### src/rtl/scr1_pkg.sv
// Shared types and command-decode helpers for the SCR1 IALU multiply/divide unit.
package scr1_pkg;

    typedef enum logic [2:0] {
        SCR1_IALU_MD_CMD_MUL    = 3'd0,
        SCR1_IALU_MD_CMD_MULH   = 3'd1,
        SCR1_IALU_MD_CMD_MULHSU = 3'd2,
        SCR1_IALU_MD_CMD_MULHU  = 3'd3,
        SCR1_IALU_MD_CMD_DIV    = 3'd4,
        SCR1_IALU_MD_CMD_DIVU   = 3'd5,
        SCR1_IALU_MD_CMD_REM    = 3'd6,
        SCR1_IALU_MD_CMD_REMU   = 3'd7
    } type_scr1_ialu_md_cmd_e;

    typedef enum logic [2:0] {
        SCR1_IALU_MD_FSM_IDLE = 3'd0,
        SCR1_IALU_MD_FSM_MUL  = 3'd1,
        SCR1_IALU_MD_FSM_DIV  = 3'd2,
        SCR1_IALU_MD_FSM_CORR = 3'd3,
        SCR1_IALU_MD_FSM_DONE = 3'd4
    } type_scr1_ialu_md_fsm_e;

    function automatic logic is_signed_op1(input type_scr1_ialu_md_cmd_e cmd);
        case (cmd)
            SCR1_IALU_MD_CMD_MULH,
            SCR1_IALU_MD_CMD_MULHSU,
            SCR1_IALU_MD_CMD_DIV,
            SCR1_IALU_MD_CMD_REM:    is_signed_op1 = 1'b1;
            default:                 is_signed_op1 = 1'b0;
        endcase
    endfunction

    function automatic logic is_signed_op2(input type_scr1_ialu_md_cmd_e cmd);
        case (cmd)
            SCR1_IALU_MD_CMD_MULH,
            SCR1_IALU_MD_CMD_DIV,
            SCR1_IALU_MD_CMD_REM:    is_signed_op2 = 1'b1;
            default:                 is_signed_op2 = 1'b0;
        endcase
    endfunction

    function automatic logic is_div_cmd(input type_scr1_ialu_md_cmd_e cmd);
        case (cmd)
            SCR1_IALU_MD_CMD_DIV,
            SCR1_IALU_MD_CMD_DIVU,
            SCR1_IALU_MD_CMD_REM,
            SCR1_IALU_MD_CMD_REMU:   is_div_cmd = 1'b1;
            default:                 is_div_cmd = 1'b0;
        endcase
    endfunction

    function automatic logic is_rem_cmd(input type_scr1_ialu_md_cmd_e cmd);
        case (cmd)
            SCR1_IALU_MD_CMD_REM,
            SCR1_IALU_MD_CMD_REMU:   is_rem_cmd = 1'b1;
            default:                 is_rem_cmd = 1'b0;
        endcase
    endfunction

endpackage

### src/rtl/scr1_ialu_div_step.sv
// One radix-2 restoring-division step: shift in the next dividend bit, trial-subtract the divisor.
module scr1_ialu_div_step #(
    parameter int XLEN = 32
) (
    input  logic [XLEN-1:0] rem,
    input  logic            dvd_bit,
    input  logic [XLEN-1:0] divisor,
    output logic [XLEN-1:0] rem_next,
    output logic            q_bit
);

    logic [XLEN:0]   shifted_s;
    logic [XLEN-1:0] diff_s;

    assign shifted_s = {rem, dvd_bit};
    assign q_bit     = (shifted_s >= {1'b0, divisor});
    // When the subtraction succeeds the difference is below the divisor, so XLEN bits hold it.
    assign diff_s    = shifted_s[XLEN-1:0] - divisor;
    assign rem_next  = q_bit ? diff_s : shifted_s[XLEN-1:0];

endmodule

### src/rtl/scr1_pipe_ialu_muldiv.sv
// Iterative RV32M/RV64M multiply/divide unit with kill and special-case early completion.
// Optional single-cycle multiplier enabled by SCR1_MULDIV_FAST_MUL_EN.
module scr1_pipe_ialu_muldiv
    import scr1_pkg::*;
#(
    parameter int XLEN             = 32,
    parameter int MUL_BITS_PER_CYC = 1
) (
    input  logic                   clk,
    input  logic                   rst_n,
    input  logic                   cmd_vd_i,
    input  type_scr1_ialu_md_cmd_e cmd_i,
    input  logic [XLEN-1:0]        op1_i,
    input  logic [XLEN-1:0]        op2_i,
    input  logic                   kill_i,
    output logic                   res_rdy_o,
    output logic [XLEN-1:0]        res_o,
    output logic                   busy_o
);

    localparam int B       = MUL_BITS_PER_CYC;
    localparam int MUL_CYC = XLEN / B;
    localparam int ACC_W   = XLEN + B + 2;
    localparam int CNT_W   = $clog2(XLEN);
    localparam logic [XLEN-1:0] ZERO     = {XLEN{1'b0}};
    localparam logic [XLEN-1:0] ALL_ONES = {XLEN{1'b1}};
    localparam logic [XLEN-1:0] MIN_NEG  = {1'b1, {(XLEN-1){1'b0}}};

    type_scr1_ialu_md_fsm_e state_r, state_nxt_s, state_fin_s;
    type_scr1_ialu_md_cmd_e cmd_r, cmd_nxt_s;
    logic [CNT_W-1:0]        cnt_r, cnt_nxt_s;
    logic [XLEN:0]           mcand_r, mcand_nxt_s;
    logic signed [ACC_W-1:0] acc_r, acc_nxt_s;
    logic [XLEN-1:0]         lo_r, lo_nxt_s;
    logic                    sgn2_r, sgn2_nxt_s;
    logic                    neg_q_r, neg_q_nxt_s;
    logic                    neg_rem_r, neg_rem_nxt_s;
    logic                    res_rdy_r;
    logic [XLEN-1:0]         res_r;
    logic                    busy_r;
    logic [XLEN-1:0]         result_s;

    // Command decode on the raw inputs
    logic            sgn1_s, sgn2_in_s, op1_neg_s, op2_neg_s, div_zero_s, div_ovf_s;
    logic [XLEN-1:0] op1_mag_s, op2_mag_s;

    assign sgn1_s     = is_signed_op1(cmd_i);
    assign sgn2_in_s  = is_signed_op2(cmd_i);
    assign op1_neg_s  = sgn1_s & op1_i[XLEN-1];
    assign op2_neg_s  = sgn2_in_s & op2_i[XLEN-1];
    assign op1_mag_s  = op1_neg_s ? (ZERO - op1_i) : op1_i;
    assign op2_mag_s  = op2_neg_s ? (ZERO - op2_i) : op2_i;
    assign div_zero_s = (op2_i == ZERO);
    assign div_ovf_s  = sgn1_s & (op1_i == MIN_NEG) & (op2_i == ALL_ONES);

    // Multiplier step: acc holds the running high part, lo collects product bits from the top.
    // Only the final digit carries the negative weight of a signed multiplier.
    logic                    last_mul_s;
    logic [B:0]              digit_s;
    logic signed [ACC_W-1:0] pp_s, mul_sum_s, mul_acc_nxt_s;
    logic [XLEN-1:0]         mul_lo_nxt_s;

    assign last_mul_s    = (cnt_r == CNT_W'(MUL_CYC - 1));
    assign digit_s       = {last_mul_s & sgn2_r & lo_r[B-1], lo_r[B-1:0]};
    assign pp_s          = $signed({{(ACC_W-XLEN-1){mcand_r[XLEN]}}, mcand_r})
                         * $signed({{(ACC_W-B-1){digit_s[B]}}, digit_s});
    assign mul_sum_s     = acc_r + pp_s;
    assign mul_acc_nxt_s = mul_sum_s >>> B;
    assign mul_lo_nxt_s  = {mul_sum_s[B-1:0], lo_r[XLEN-1:B]};

    // Divider step on magnitudes; lo shifts dividend bits out and quotient bits in
    logic            last_div_s, div_q_bit_s;
    logic [XLEN-1:0] div_rem_nxt_s, q_corr_s, r_corr_s;

    assign last_div_s = (cnt_r == CNT_W'(XLEN - 1));

    scr1_ialu_div_step #(
        .XLEN (XLEN)
    ) i_div_step (
        .rem      (acc_r[XLEN-1:0]),
        .dvd_bit  (lo_r[XLEN-1]),
        .divisor  (mcand_r[XLEN-1:0]),
        .rem_next (div_rem_nxt_s),
        .q_bit    (div_q_bit_s)
    );

    assign q_corr_s = neg_q_r ? (ZERO - lo_r) : lo_r;
    assign r_corr_s = neg_rem_r ? (ZERO - acc_r[XLEN-1:0]) : acc_r[XLEN-1:0];

`ifdef SCR1_MULDIV_FAST_MUL_EN
    logic signed [2*XLEN-1:0] fast_a_s, fast_b_s, fast_p_s;

    assign fast_a_s = $signed({{XLEN{op1_neg_s}}, op1_i});
    assign fast_b_s = $signed({{XLEN{op2_neg_s}}, op2_i});
    assign fast_p_s = fast_a_s * fast_b_s;
`endif

    // Next-state and datapath selection
    always_comb begin
        state_nxt_s   = state_r;
        cmd_nxt_s     = cmd_r;
        cnt_nxt_s     = cnt_r;
        mcand_nxt_s   = mcand_r;
        acc_nxt_s     = acc_r;
        lo_nxt_s      = lo_r;
        sgn2_nxt_s    = sgn2_r;
        neg_q_nxt_s   = neg_q_r;
        neg_rem_nxt_s = neg_rem_r;
        result_s      = ZERO;
        case (state_r)
            SCR1_IALU_MD_FSM_IDLE: begin
                if (cmd_vd_i) begin
                    cmd_nxt_s     = cmd_i;
                    cnt_nxt_s     = {CNT_W{1'b0}};
                    acc_nxt_s     = {ACC_W{1'b0}};
                    sgn2_nxt_s    = sgn2_in_s;
                    neg_q_nxt_s   = op1_neg_s ^ op2_neg_s;
                    neg_rem_nxt_s = op1_neg_s;
                    if (is_div_cmd(cmd_i)) begin
                        mcand_nxt_s = {1'b0, op2_mag_s};
                        lo_nxt_s    = op1_mag_s;
                        if (div_zero_s) begin
                            state_nxt_s = SCR1_IALU_MD_FSM_DONE;
                            result_s    = is_rem_cmd(cmd_i) ? op1_i : ALL_ONES;
                        end else if (div_ovf_s) begin
                            state_nxt_s = SCR1_IALU_MD_FSM_DONE;
                            result_s    = is_rem_cmd(cmd_i) ? ZERO : op1_i;
                        end else begin
                            state_nxt_s = SCR1_IALU_MD_FSM_DIV;
                        end
                    end else begin
                        mcand_nxt_s = {op1_neg_s, op1_i};
                        lo_nxt_s    = op2_i;
`ifdef SCR1_MULDIV_FAST_MUL_EN
                        state_nxt_s = SCR1_IALU_MD_FSM_DONE;
                        result_s    = (cmd_i == SCR1_IALU_MD_CMD_MUL) ? fast_p_s[XLEN-1:0]
                                                                      : fast_p_s[2*XLEN-1:XLEN];
`else
                        state_nxt_s = SCR1_IALU_MD_FSM_MUL;
`endif
                    end
                end else begin
                    state_nxt_s = SCR1_IALU_MD_FSM_IDLE;
                end
            end
            SCR1_IALU_MD_FSM_MUL: begin
                acc_nxt_s = mul_acc_nxt_s;
                lo_nxt_s  = mul_lo_nxt_s;
                cnt_nxt_s = cnt_r + CNT_W'(1);
                if (last_mul_s) begin
                    state_nxt_s = SCR1_IALU_MD_FSM_DONE;
                    result_s    = (cmd_r == SCR1_IALU_MD_CMD_MUL) ? mul_lo_nxt_s
                                                                  : mul_acc_nxt_s[XLEN-1:0];
                end else begin
                    state_nxt_s = SCR1_IALU_MD_FSM_MUL;
                end
            end
            SCR1_IALU_MD_FSM_DIV: begin
                acc_nxt_s = {{(ACC_W-XLEN){1'b0}}, div_rem_nxt_s};
                lo_nxt_s  = {lo_r[XLEN-2:0], div_q_bit_s};
                cnt_nxt_s = cnt_r + CNT_W'(1);
                if (last_div_s) begin
                    state_nxt_s = SCR1_IALU_MD_FSM_CORR;
                end else begin
                    state_nxt_s = SCR1_IALU_MD_FSM_DIV;
                end
            end
            SCR1_IALU_MD_FSM_CORR: begin
                state_nxt_s = SCR1_IALU_MD_FSM_DONE;
                result_s    = is_rem_cmd(cmd_r) ? r_corr_s : q_corr_s;
            end
            SCR1_IALU_MD_FSM_DONE: begin
                state_nxt_s = SCR1_IALU_MD_FSM_IDLE;
            end
            default: begin
                state_nxt_s = SCR1_IALU_MD_FSM_IDLE;
            end
        endcase
    end

    // A kill overrides every transition, including acceptance in IDLE
    assign state_fin_s = kill_i ? SCR1_IALU_MD_FSM_IDLE : state_nxt_s;

    // State, datapath and registered outputs
    always_ff @(posedge clk) begin
        if (!rst_n) begin
            state_r   <= SCR1_IALU_MD_FSM_IDLE;
            cmd_r     <= SCR1_IALU_MD_CMD_MUL;
            cnt_r     <= {CNT_W{1'b0}};
            mcand_r   <= {(XLEN+1){1'b0}};
            acc_r     <= {ACC_W{1'b0}};
            lo_r      <= ZERO;
            sgn2_r    <= 1'b0;
            neg_q_r   <= 1'b0;
            neg_rem_r <= 1'b0;
            res_rdy_r <= 1'b0;
            res_r     <= ZERO;
            busy_r    <= 1'b0;
        end else begin
            state_r   <= state_fin_s;
            cmd_r     <= cmd_nxt_s;
            cnt_r     <= cnt_nxt_s;
            mcand_r   <= mcand_nxt_s;
            acc_r     <= acc_nxt_s;
            lo_r      <= lo_nxt_s;
            sgn2_r    <= sgn2_nxt_s;
            neg_q_r   <= neg_q_nxt_s;
            neg_rem_r <= neg_rem_nxt_s;
            res_rdy_r <= (state_fin_s == SCR1_IALU_MD_FSM_DONE);
            res_r     <= (state_fin_s == SCR1_IALU_MD_FSM_DONE) ? result_s : ZERO;
            busy_r    <= (state_fin_s != SCR1_IALU_MD_FSM_IDLE);
        end
    end

    assign res_rdy_o = res_rdy_r;
    assign res_o     = res_r;
    assign busy_o    = busy_r;

endmodule

### config.mk
export PLATFORM = sky130hd
export DESIGN_NAME = scr1_pipe_ialu_muldiv
export DESIGN_NICKNAME = d
export VERILOG_FILES = /design/src/rtl/scr1_pkg.sv /design/src/rtl/scr1_ialu_div_step.sv /design/src/rtl/scr1_pipe_ialu_muldiv.sv
export SDC_FILE = /design/constraint.sdc
export NUM_CORES = 1
export LEC_CHECK = 0
export CAP_MARGIN = 20
export CORE_ASPECT_RATIO = 0.75
export CORE_MARGIN = 2
export CORE_UTILIZATION = 28
export DETAILED_ROUTE_END_ITERATION = 12
export PLACE_DENSITY = 0.48
export SETUP_SLACK_MARGIN = 0.15
export SLEW_MARGIN = 20
export SYNTH_ARGS = -nofsm -noshare
export SYNTH_HDL_FRONTEND = slang
export SYNTH_HIERARCHICAL = 1
export SYNTH_SLANG_ARGS = --single-unit
### constraint.sdc
create_clock -name clk -period 4.95 [get_ports clk]
set_clock_uncertainty 0.1 [all_clocks]
set_input_delay 0.99 -clock clk [delete_from_list [all_inputs] [get_ports clk]]
set_output_delay 0.99 -clock clk [all_outputs]
set_load 0.01 [all_outputs]
==> results.yml <==
run_status:
  outcome: "finished, final reports clean"
detailed_routing:
  viasPerCell: 5.653
  wl_per_cell_um: 22.26
  num_vias: 16581
  wirelength_um: 65290
  drtIter0Drc: 1815
  route.detailed.drc: 0
  ant_nets: 0
  drt_pass1_iterations: 8
sta:
  relSlewSlack_pct: 24.96
  worstMarginPinSlew_ps: 1123
  fmax_mhz: 216.3
  slew_viol_final: 0
  fin_crit_sh_pct: 93.39
  worst_hold_slack_ps: 369.1
  finalSetupViolations: 0
  rsz0062_at_grt: "true"
  fin_crit_ps: 4623
  finalHoldViolCount: 0
clock_tree:
  clock_latency_ps: 450
  clockBufferDepth: 2
  numClockSinks: 147
  ctsHoldBuffers: 0
  cts_buffers: 17
  cts_max_level: 4
  cts_tree: "built"
  clkTransAtPathRegs_ps: 80
  cts-root-buf: "clkbuf_16"
flow_run:
  drv_cap: 0
logic_synthesis:
  syn-cell-area_sq_um: 15460
  syn_nets: 2327
  synth_warnings: 6
  yosysTopAreaCellShare_pct: 19.04
  synth_cell_types: 87
  async_flop_share_pct: 0
  synth-seq-cells: 147
  synthFlopType: "dfxtp_1"
  synth_edf_count: 0
  syn_avg_cell_area_sq_um: 7.197
  ys_seq_area_share_pct: 19.04
  yosys.area.top_type: "dfxtp_1"
  synth.area.top_cells: "dfxtp_1, a21oi_1, ha_1"
  synthCells: 2148
placement:
  io_buffers: 104
  placed_cell_area_sq_um: 17430
  dp_hpwl_um: 51930
  finalWeightedCongestion: 0.9247
  dp_cells: 2891
setup_path:
  path_class: "reg -> reg"
  cp-start-kind: "flop"
  crit_buf_inv: 5
  crit_arrival_ps: 4820
  cpMaxStageDelayCell: "fa_1"
  cp_cell_sequence: "ha_1, and3_1, ha_1, nand3_4, clkinv_4, nand2b_1, fa_1, inv_1, ha_1, and3_1, a221o_1, nand3b_1, nand2_2, a2111oi_4, buf_4, buf_4, inv_1, a31oi_1, xnor2_1, a211oi_1"
  crit_required_ps: 5150
  reg2reg_to: "acc_r[25]$_SDFFE_PN0P_"
  r2r_cells: 20
  r2r_setup_slack_ps: 330
  slowest_delay_ps: 500
  cp-end-kind: "flop"
  cp_max_fo: 9
  cp_top_family: "adder cells"
  r2r-start: "cnt_r[1]$_SDFFE_PN0P_"
  crit_path_frequent_cell: "ha_1"
final_layout:
  final_cell_area_sq_um: 18210
  fin_nets: 2376
  drive_gt1_share_pct: 9.276
  fin_cells: 2933
  synthToLayoutAreaGrowth_pct: 17.81
floorplanning:
  start_util_pct: 28.35
  die_x_um: 275.3
  die-height_um: 207.5
  fp-row-count: 74
  io_pins: 105
  core_sq_um: 54530
  dieArea_sq_um: 57120
power:
  p_leak_nw: 7.144
  finalPower_mw: 3.837
  pwr-share-seq_pct: 35.6
  ir_drop_mv: 0.2285
  switching_power_mw: 1.410
  combPwrFrac_pct: 28.0
  swShare_pct: 36.75
  cellPowerDensity_nw_per_um2: 210.7
  p_int_mw: 2.427
  clkPwrFrac_pct: 36.4
global_route:
  grt-ovfl-total: 0
  grt_first_pass_wirelength_um: 97720
  grt_pass1_vias: 15482
  antenna_found_initial: 3
  grt_max_degree: 90
  gr-usage-all-layers_pct: 22.36
hold_path:
  hold_depth: 1
  min_path_type: "reg -> reg"
  worstHoldEndpoint: "cnt_r[0]$_SDFFE_PN0P_"
  worstHoldStart: "cnt_r[0]$_SDFFE_PN0P_"
==> cells in the final DEF, fill, tap and decap left out, types with 14 or more instances in the layout <==
cell             netlist  layout
clkbuf_16              0      17
nand3_1               30      29
xor2_1                69      69
a21oi_1              191     191
o21ai_0              165     163
mux2i_1               14      14
a22oi_1               31      31
clkdlybuf4s50_1        0     103
a221oi_1              18      18
buf_4                  0      78
mux2_2                22      22
xnor2_1              104     104
nand2b_1              41      41
fa_1                  34      34
o31ai_1               33      31
nor3_1                31      29
a21o_1                24      24
and2_1                16      15
nor4_1                15      15
o211ai_1              18      18
dfxtp_1              147     146
nor2_1               237     232
a222oi_1              21      21
nor2b_1               16      16
or3_1                 17      17
a31oi_1               23      23
nand2_1              182     181
inv_1                160     158
nand4_1               37      37
ha_1                  74      73
o41ai_1               19      18
a211oi_1              43      42
==> kinds of logic (layout without fill, tap and decap cells) <==
group / count (synthesis) / after routing / share of synthesized area (%)
AO/OA/AOI/OAI: 680 / 680 / 28.45
AND/OR/NAND/NOR: 677 / 677 / 20.97
adder cells (fa/ha/maj): 108 / 108 / 10.39
multiplexers: 45 / 45 / 3.383
XOR/XNOR: 173 / 173 / 9.802
other: 0 / 1 / 0
buffers and inverters: 318 / 380 / 7.964
flip-flops: 147 / 147 / 19.04
==> layer usage <==
metal	vias up	share of wire (%)	track usage [%]
li1	7741	-	-
met5	-	0	0
met1	8233	51	35.02
met2	530	41	31.36
met3	77	5.8	2.857
met4	0	2.5	6.095
==> cell usage after synthesis (6+ instances only) <==
cell	count
nor2_1	237
a21oi_1	191
nand2_1	182
o21ai_0	165
inv_1	160
dfxtp_1	147
clkbuf_1	139
xnor2_1	104
ha_1	74
xor2_1	69
a211oi_1	43
nand2b_1	41
nand4_1	37
fa_1	34
o31ai_1	33
a22oi_1	31
nor3_1	31
nand3_1	30
a21o_1	24
a31oi_1	23
mux2_2	22
a222oi_1	21
o41ai_1	19
a221oi_1	18
o211ai_1	18
or3_1	17
and2_1	16
nor2b_1	16
nor4_1	15
mux2i_1	14
and3_1	12
o22ai_1	12
or4_1	12
buf_2	11
o21a_1	10
mux2_4	9
o21bai_1	9
a2111oi_0	6
a311oi_1	6
==> flip-flops by register name, summed over array words and instances (netlist names) <==
name       count
neg_q_r        1
state_r        3
sgn2_r         1
cnt_r          5
cmd_r          3
lo_r          32
mcand_r       33
acc_r         34
neg_rem_r      1
busy_o         1
res_rdy_o      1
res_o         32
==> worst register-to-register path, delay by kind of cell (launching register included) <==
family | cells | cell delay [ps]
xor+xnor | 1 | 180
fa+ha+maj | 4 | 1240
compound gates | 4 | 1030
buf+inv | 5 | 540
flops | 1 | 360
simple gates | 6 | 1020
==> final cells by class <==
cell class | instances | area, sq um
fill | 5932 | 36320
multi-input combinational | 1683 | 11410
sequential | 147 | 2944
timing repair buffer | 187 | 1737
tap | 722 | 903.4
inverter | 161 | 609.3
clock buffer | 18 | 439.2
clock inverter | 14 | 165.2
antenna | 1 | 2.502
==> what timing repair did <==
action                                  in CTS  in global routing
pin swaps                                    1                  7
setup buffers                                1                  8
endpoints found under the setup margin      28                 25
gates cloned                                 0                  0
gates resized for setup                      9                 13
==> metrics by stage <==
| stage | setup WS, ps | utilization [%] | TNS (ps) |
|---|---|---|---|
| 6_report | 327.0 | 33.39 | 0 |
| 5_1_grt | 97.52 | 33.39 | 0 |
| 4_1_cts | 221.2 | 33.16 | 0 |
| 3_5_place_dp | -319.1 | 31.96 | -2096 |
| 3_3_place_gp | -415.2 | 31.96 | -2027 |
| 2_1_floorplan | 315.6 | - | 0 |
==> worst max-delay path by stage <==
| stage | start | endpoint | slack, ps | cells past startpoint |
|---|---|---|---|---|
| floorplan | cnt_r[0]$_SDFFE_PN0P_ | acc_r[29]$_SDFFE_PN0P_ | 320 | 19 |
| global placement | op1_i[21] | res_o[12]$_SDFF_PN0_ | -420 | 10 |
| global route | cnt_r[1]$_SDFFE_PN0P_ | acc_r[27]$_SDFFE_PN0P_ | 100 | 21 |
| finish | cnt_r[1]$_SDFFE_PN0P_ | acc_r[25]$_SDFFE_PN0P_ | 330 | 20 |
| CTS | cnt_r[0]$_SDFFE_PN0P_ | acc_r[29]$_SDFFE_PN0P_ | 220 | 19 |
| detailed placement | cnt_r[0]$_SDFFE_PN0P_ | acc_r[27]$_SDFFE_PN0P_ | -320 | 19 |
==> power groups by stage <==
stage / Clock [mW] / Sequential (mW) / Combinational (mW)
global route: 1.46 / 1.37 / 1.17
detailed placement: 0 / 1.39 / 1.05
floorplan: 0 / 1.31 / 0.739
CTS: 1.41 / 1.36 / 1.06
finish: 1.40 / 1.37 / 1.07
global placement: 0 / 1.39 / 1.04
Note: power is estimated with default switching activity, not from simulation.
